**config.mk**
```make
export PLATFORM = sky130hd
export DESIGN_NAME = max_pool_2x2_stream_flat
export DESIGN_NICKNAME = d
export VERILOG_FILES = /design/src/rtl/max_pool_2x2_stream_if.sv /design/src/rtl/max_pool_2x2_stream.sv /design/src/flat_wrapper.sv
export SDC_FILE = /design/constraint.sdc
export NUM_CORES = 2
export LEC_CHECK = 0
export CAP_MARGIN = 10
export CORE_ASPECT_RATIO = 1.1
export CORE_MARGIN = 5
export CORE_UTILIZATION = 55
export CTS_CLUSTER_SIZE = 10
export DETAILED_ROUTE_END_ITERATION = 6
export HOLD_SLACK_MARGIN = 0.1
export MAX_ROUTING_LAYER = met4
export PLACE_DENSITY = 0.83
export REMOVE_ABC_BUFFERS = 1
export SYNTH_ARGS = -nofsm -noshare
export SYNTH_HDL_FRONTEND = slang
export SYNTH_SLANG_ARGS = --single-unit
```
**constraint.sdc**
```tcl
create_clock -name clk_i -period 10.4 [get_ports clk_i]
set_clock_uncertainty 0.05 [all_clocks]
set_input_delay 1.56 -clock clk_i [delete_from_list [all_inputs] [get_ports clk_i]]
set_output_delay 1.56 -clock clk_i [all_outputs]
set_load 0.01 [all_outputs]
```
**src/rtl/max_pool_2x2_stream_if.sv**
```systemverilog
// Stream and control bundle for the 2x2 max-pool engine.
// The slave modport is the engine's view; the master modport is the producer/consumer side.
interface max_pool_2x2_stream_if #(
    parameter int LANES    = 4,
    parameter int DATA_W   = 12,
    parameter int MAX_COLS = 64,
    parameter int MAX_ROWS = 64
);
    localparam int CW = $clog2(MAX_COLS + 1);
    localparam int RW = $clog2(MAX_ROWS + 1);

    logic                      start_i;
    logic [CW-1:0]             cfg_cols_i;
    logic [RW-1:0]             cfg_rows_i;
    logic                      max_en_i;
    logic [LANES*DATA_W-1:0]   data_i;
    logic                      valid_i;
    logic                      ready_o;
    logic [LANES*DATA_W-1:0]   data_o;
    logic                      valid_o;
    logic                      ready_i;
    logic                      busy_o;
    logic                      done_o;

    modport slave (
        input  start_i, cfg_cols_i, cfg_rows_i, max_en_i, data_i, valid_i, ready_i,
        output ready_o, data_o, valid_o, busy_o, done_o
    );

    modport master (
        output start_i, cfg_cols_i, cfg_rows_i, max_en_i, data_i, valid_i, ready_i,
        input  ready_o, data_o, valid_o, busy_o, done_o
    );
endinterface

```
**src/rtl/max_pool_2x2_stream.sv**
```systemverilog
// Streaming 2x2 stride-2 max-pool with per-frame bypass, one row of pair-maxima buffered,
// and a single output register giving bubble-free valid/ready flow.
module max_pool_2x2_stream #(
    parameter int LANES    = 4,
    parameter int DATA_W   = 12,
    parameter int MAX_COLS = 64,
    parameter int MAX_ROWS = 64
) (
    input  logic                  clk_i,
    input  logic                  rst_n_i,
    max_pool_2x2_stream_if.slave  bus
);
    localparam int CW     = $clog2(MAX_COLS + 1);
    localparam int RW     = $clog2(MAX_ROWS + 1);
    localparam int W      = LANES * DATA_W;
    localparam int LDEPTH = MAX_COLS / 2;
    localparam int LW     = (LDEPTH > 1) ? $clog2(LDEPTH) : 1;
    localparam logic [W-1:0] MAG_MASK = {LANES{{1'b0, {(DATA_W-1){1'b1}}}}};

    typedef enum logic [1:0] {IDLE, RUN, DRAIN} state_t;

    state_t          r_state, w_nextState;
    logic [CW-1:0]   r_cols, r_col, w_cfgCols;
    logic [RW-1:0]   r_rows, r_row, w_cfgRows;
    logic            r_maxEn;
    logic [W-1:0]    r_pair, r_data;
    logic            r_valid;
    logic [W-1:0]    r_line [LDEPTH];
    logic [W-1:0]    w_h, w_pool, w_lineWord, w_loadData;
    logic [LW-1:0]   w_lineIdx;
    logic            w_ready, w_accept, w_colLast, w_rowLast, w_load, w_lineWr;

    // Magnitude-only compare; the sign/pad bit never influences the winner.
    function automatic logic [DATA_W-1:0] pickMax(input logic [DATA_W-1:0] a,
                                                  input logic [DATA_W-1:0] b);
        return (a[DATA_W-2:0] >= b[DATA_W-2:0]) ? a : b;
    endfunction

    always_comb begin
        w_cfgCols = bus.cfg_cols_i;
        if (bus.cfg_cols_i == '0)
            w_cfgCols = CW'(1);
        else if (bus.cfg_cols_i > CW'(MAX_COLS))
            w_cfgCols = CW'(MAX_COLS);
        w_cfgRows = bus.cfg_rows_i;
        if (bus.cfg_rows_i == '0)
            w_cfgRows = RW'(1);
        else if (bus.cfg_rows_i > RW'(MAX_ROWS))
            w_cfgRows = RW'(MAX_ROWS);
    end

    assign w_ready    = (r_state == RUN) & (~r_valid | bus.ready_i);
    assign w_accept   = bus.valid_i & w_ready;
    assign w_colLast  = (r_col == r_cols - 1'b1);
    assign w_rowLast  = (r_row == r_rows - 1'b1);
    assign w_lineIdx  = r_col[LW:1];
    assign w_lineWord = r_line[w_lineIdx];
    assign w_load     = w_accept & (~r_maxEn | (r_col[0] & r_row[0]));
    assign w_lineWr   = w_accept & r_maxEn & r_col[0] & ~r_row[0];

    always_comb begin
        w_h    = '0;
        w_pool = '0;
        for (int k = 0; k < LANES; k++) begin
            w_h[k*DATA_W +: DATA_W]    = pickMax(r_pair[k*DATA_W +: DATA_W],
                                                 bus.data_i[k*DATA_W +: DATA_W]);
            w_pool[k*DATA_W +: DATA_W] = pickMax(w_h[k*DATA_W +: DATA_W],
                                                 w_lineWord[k*DATA_W +: DATA_W]);
        end
    end

    assign w_loadData = r_maxEn ? (w_pool & MAG_MASK) : bus.data_i;

    always_comb begin
        w_nextState = r_state;
        case (r_state)
            IDLE:    if (bus.start_i) w_nextState = RUN;
            RUN:     if (w_accept & w_colLast & w_rowLast) w_nextState = DRAIN;
            DRAIN:   if (~r_valid) w_nextState = IDLE;
            default: w_nextState = IDLE;
        endcase
    end

    always_ff @(posedge clk_i or negedge rst_n_i) begin
        if (!rst_n_i) begin
            r_state <= IDLE;
            r_cols  <= '0;
            r_rows  <= '0;
            r_maxEn <= 1'b0;
            r_col   <= '0;
            r_row   <= '0;
            r_pair  <= '0;
            r_data  <= '0;
            r_valid <= 1'b0;
        end else begin
            r_state <= w_nextState;
            if (r_state == IDLE && bus.start_i) begin
                r_cols  <= w_cfgCols;
                r_rows  <= w_cfgRows;
                r_maxEn <= bus.max_en_i;
                r_col   <= '0;
                r_row   <= '0;
            end else if (w_accept) begin
                if (w_colLast) begin
                    r_col <= '0;
                    r_row <= w_rowLast ? '0 : r_row + 1'b1;
                end else begin
                    r_col <= r_col + 1'b1;
                end
                if (~r_col[0])
                    r_pair <= bus.data_i;
            end
            // Load and take on the same edge keeps valid high with fresh data.
            if (w_load) begin
                r_valid <= 1'b1;
                r_data  <= w_loadData;
            end else if (bus.ready_i) begin
                r_valid <= 1'b0;
            end
        end
    end

    // Stale entries are harmless: each even row rewrites an entry before the odd row reads it.
    always_ff @(posedge clk_i) begin
        if (w_lineWr)
            r_line[w_lineIdx] <= w_h;
    end

    assign bus.ready_o = w_ready;
    assign bus.data_o  = r_data;
    assign bus.valid_o = r_valid;
    assign bus.busy_o  = (r_state != IDLE);
    assign bus.done_o  = (r_state == DRAIN) & ~r_valid;
endmodule

```
**src/flat_wrapper.sv**
```systemverilog
// flat-port wrapper written by rule: the top's interface ports become plain ports
module max_pool_2x2_stream_flat 
#(
    parameter int LANES    = 4,
    parameter int DATA_W   = 12,
    parameter int MAX_COLS = 64,
    parameter int MAX_ROWS = 64
)
  (clk_i, rst_n_i, bus_start_i, bus_cfg_cols_i, bus_cfg_rows_i, bus_max_en_i, bus_data_i, bus_valid_i, bus_ready_i, bus_ready_o, bus_data_o, bus_valid_o, bus_busy_o, bus_done_o);
  max_pool_2x2_stream_if #(.LANES(LANES), .DATA_W(DATA_W), .MAX_COLS(MAX_COLS), .MAX_ROWS(MAX_ROWS)) bus_i ();
  input  logic clk_i;
  input  logic rst_n_i;
  input wire logic [$bits(bus_i.start_i)-1:0] bus_start_i;
  input wire logic [$bits(bus_i.cfg_cols_i)-1:0] bus_cfg_cols_i;
  input wire logic [$bits(bus_i.cfg_rows_i)-1:0] bus_cfg_rows_i;
  input wire logic [$bits(bus_i.max_en_i)-1:0] bus_max_en_i;
  input wire logic [$bits(bus_i.data_i)-1:0] bus_data_i;
  input wire logic [$bits(bus_i.valid_i)-1:0] bus_valid_i;
  input wire logic [$bits(bus_i.ready_i)-1:0] bus_ready_i;
  output wire logic [$bits(bus_i.ready_o)-1:0] bus_ready_o;
  output wire logic [$bits(bus_i.data_o)-1:0] bus_data_o;
  output wire logic [$bits(bus_i.valid_o)-1:0] bus_valid_o;
  output wire logic [$bits(bus_i.busy_o)-1:0] bus_busy_o;
  output wire logic [$bits(bus_i.done_o)-1:0] bus_done_o;
  assign bus_i.start_i = bus_start_i;
  assign bus_i.cfg_cols_i = bus_cfg_cols_i;
  assign bus_i.cfg_rows_i = bus_cfg_rows_i;
  assign bus_i.max_en_i = bus_max_en_i;
  assign bus_i.data_i = bus_data_i;
  assign bus_i.valid_i = bus_valid_i;
  assign bus_i.ready_i = bus_ready_i;
  assign bus_ready_o = bus_i.ready_o;
  assign bus_data_o = bus_i.data_o;
  assign bus_valid_o = bus_i.valid_o;
  assign bus_busy_o = bus_i.busy_o;
  assign bus_done_o = bus_i.done_o;
  max_pool_2x2_stream #(.LANES(LANES), .DATA_W(DATA_W), .MAX_COLS(MAX_COLS), .MAX_ROWS(MAX_ROWS)) u_core (.clk_i(clk_i), .rst_n_i(rst_n_i), .bus(bus_i));
endmodule
```
==> qor.yml <==
timing:
  worst_slew_pin_slew_ps: 1270
  slew_viol_final: 0
  holdWs_ps: 442
  rsz0062_at_grt: "no"
  worst_slew_margin_rel_pct: 15.6
  min_period_ps: 5990
  fin_crit_sh_pct: 57.6
  fmax_mhz: 167
  setup-violations-final: 0
  fin_setup_tns_ps: 0
  hold_viol_final: 0
clock_tree:
  postCtsHoldBufs: 0
  insertion_delay_ps: 780
  postCtsSetupRepairBufs: 0
  cts_made_buffers: 172
  cts_tree: "done"
  cts.sinks: 1532
  cts_resized: 0
  clockBufferDepth: 3
  root_buffer: "clkbuf_16"
  clkTransAtPathRegs_ps: 60
  htreeDepth: 4
synth:
  synth-simple-area-share_pct: 4.85
  yosysWarningCount: 0
  syn-cell-area_um2: 63100
  synth_top_family_by_area: "multiplexers"
  ys_types: 62
  synthFlopType: "edfxtp_1"
  synth-compound-area-share_pct: 7.63
  yosys.area.top_type: "edfxtp_1"
  synthXorXnorAreaFrac_pct: 0.361
  synth-seq-cells: 1532
  synthTopCellsByArea: "edfxtp_1 (67%), mux2i_1 (11%), dfrtp_1 (4.9%)"
  async_flop_share_pct: 8.09
  seq_area_frac_synth_pct: 71.9
  synth_top_area_share_pct: 67.0
  synthAdderAreaFrac_pct: 1.82
  muxShareOfSynthArea_pct: 11.4
  syn_avg_cell_area_um2: 15.9
  synth_cells: 3978
  synth_edf_count: 1408
power:
  ir_worst_vdd_v: 0.000232
  clkPwrFrac_pct: 27.6
  power.share.sequential_pct: 42.4
  sw_frac_of_total_pct: 32.8
  power_frac_comb_pct: 30.0
  p_switching_mw: 6.43
  cellLeakagePower_nw: 24.4
  internal_power_mw: 13.2
  power-per-cell-area_nw_per_um2: 276
detailed_routing:
  routed_wl_um: 176000
  vias_per_cell: 6.78
  antenna_left: 0
  vias: 38900
  first_iter_violations: 5914
  drcViolationCount: 0
  drt_first_pass_iters: 7
  wl_per_cell_um: 30.6
die:
  ioPinCount: 120
  dieHeight_um: 365
  core-area_um2: 114000
  die_w_um: 333
  dieArea_um2: 122000
  start_util_pct: 55.3
  rows: 130
run_status:
  outcome: "finished clean"
global_route:
  grt_pass1_vias: 38400
  antenna_found_initial: 0
  grt.total_usage_pct: 29.0
  grt_max_degree: 134
  gr-usage-met1_pct: 36.4
  use_met3_pct: 6.22
  busiest_layer: "met2"
  grt_remaining_overflow: 0
  grt_pass1_wl_um: 253000
  grt_use_met2_pct: 46.1
placement:
  io_buffer_count: 119
  gp_congestion: 0.802
  hpwl_um: 86100
setup_path:
  cp_max_fo: 59
  path_cells: "buf_4 > buf_4 > mux2i_1 > o22ai_1 > nor4_1 > nand2_1 > ha_1 > nand2b_1 > a31oi_1 > o2111a_1 > or2_2 > a21o_1 > o21ai_0"
  rrSetupSlack_ps: 4410
  arrival_ps: 6620
  crit_type: "reg2reg"
  slowest_stage: "dfrtp_4"
  max_stage_delay_ps: 990
  end_kind: "flip-flop"
  cp.required_ps: 11030
  cp_common_cell: "buf_4"
  startpoint_type: "flip-flop"
layout:
  syn_to_final_growth_pct: 12.6
  nets: 4270
  drive_gt1_share_pct: 8.70
  nFillCells: 7624
hold_path:
  hold_path.class: "reg2reg"
job:
  maxCapViolCount: 0
==> worst max-delay path: cells and delay by family (launching register included) <==
family                   cells  cell delay [ps]
buffers and inverters        2             1800
AO/OA/AOI/OAI                5              890
multiplexers                 1              360
AND/OR/NAND/NOR              4             1280
flip-flops                   1              990
adder cells (fa/ha/maj)      1              340
==> per-stage QoR <==
step	utilization [%]	instance area, µm²	power (mW)	worst slack [ps]	instances
after CTS	62.3	71000	19.5	4460	5726
after floorplan	-	62100	13.3	-19250	3741
after global placement	58.0	66100	13.9	4080	5454
after detailed placement	58.0	66100	14.1	3940	5454
final	62.3	71000	19.6	4410	5729
after global routing	62.3	71000	20.3	4220	5726
==> cell usage in the layout, fill, tap and decap left out, types with 79 or more instances in the layout <==
master / n
clkbuf_16: 174
dfrtp_1: 122
o22ai_1: 353
nand2_1: 122
or4_1: 83
clkbuf_1: 79
clkdlybuf4s50_1: 118
ha_1: 92
mux2i_1: 705
nor2_1: 91
o21ai_0: 127
edfxtp_1: 1408
==> cell usage after synthesis, types with 67 or more instances <==
| cell type | n |
|---|---|
| nand2_1 | 124 |
| o21ai_0 | 127 |
| clkbuf_1 | 121 |
| or4_1 | 84 |
| mux2i_1 | 705 |
| ha_1 | 92 |
| edfxtp_1 | 1408 |
| nor3_1 | 67 |
| o22ai_1 | 353 |
| dfrtp_1 | 124 |
| buf_2 | 88 |
| nor2_1 | 119 |
==> power groups by stage <==
stage          logic [mW]  clock network (mW)  registers (mW)
3_3_place_gp         5.50                   0            8.41
3_5_place_dp         5.71                   0            8.42
5_1_grt              6.30                5.70            8.33
6_report             5.88                5.41            8.31
2_1_floorplan        4.69                   0            8.63
4_1_cts              5.77                5.43            8.30
==> metal layers <==
layer	vias to the layer above	share of wire, %
li1	16000	-
met1	19100	35
met2	3040	48
met3	627	13
met4	0	5.0
met5	-	0
==> worst paths after layout <==
| path | start | end | depth (start not counted) |
|---|---|---|---|
| max in group asynchronous | rst_n_i | u_core.r_maxEn$_DFFE_PN0P_ | 2 |
| min in group asynchronous | rst_n_i | u_core.r_row[6]$_DFFE_PN0P_ | 1 |
| worst min register to register | u_core.bus.data_o[43]$_DFFE_PN0P_ | u_core.bus.data_o[43]$_DFFE_PN0P_ | 2 |
| worst min-delay path | u_core.bus.data_o[43]$_DFFE_PN0P_ | u_core.bus.data_o[43]$_DFFE_PN0P_ | 2 |
| worst max-delay path | u_core.r_col[1]$_DFFE_PN0P_ | u_core.bus.data_o[40]$_DFFE_PN0P_ | 13 |
| worst max register to register | u_core.r_col[1]$_DFFE_PN0P_ | u_core.bus.data_o[40]$_DFFE_PN0P_ | 13 |
==> state kept, by name, indices dropped and copies added (netlist names) <==
register,cells
u_core.r_line,1408
u_core.r_rows,7
u_core.r_col,7
u_core.bus.data_o,48
u_core.r_cols,7
u_core.r_state,2
u_core.r_row,7
u_core.r_pair,44
u_core.r_maxEn,1
u_core.bus.valid_o,1
==> kinds of logic after synthesis <==
family | after synthesis
DFF | 1532
AOI/OAI and AO/OA | 743
muxes | 718
and+or+nand+nor | 573
buffers and inverters | 294
adders and majority gates | 92
xor gates and xnor gates | 26
==> cell type report <==
| type | instances | area (µm²) | area share (%) |
|---|---|---|---|
| Antenna cell | 3 | 7.51 | 0.0106 |
| Clock buffer | 257 | 4710 | 6.63 |
| Clock inverter | 15 | 190 | 0.268 |
| Inverter | 57 | 214 | 0.301 |
| Multi-Input combinational cell | 2152 | 16800 | 23.7 |
| Sequential cell | 1532 | 45400 | 63.9 |
| Tap cell | 1518 | 1900 | 2.67 |
| Timing Repair Buffer | 195 | 1790 | 2.52 |
Power figures use the tool's default switching activity.
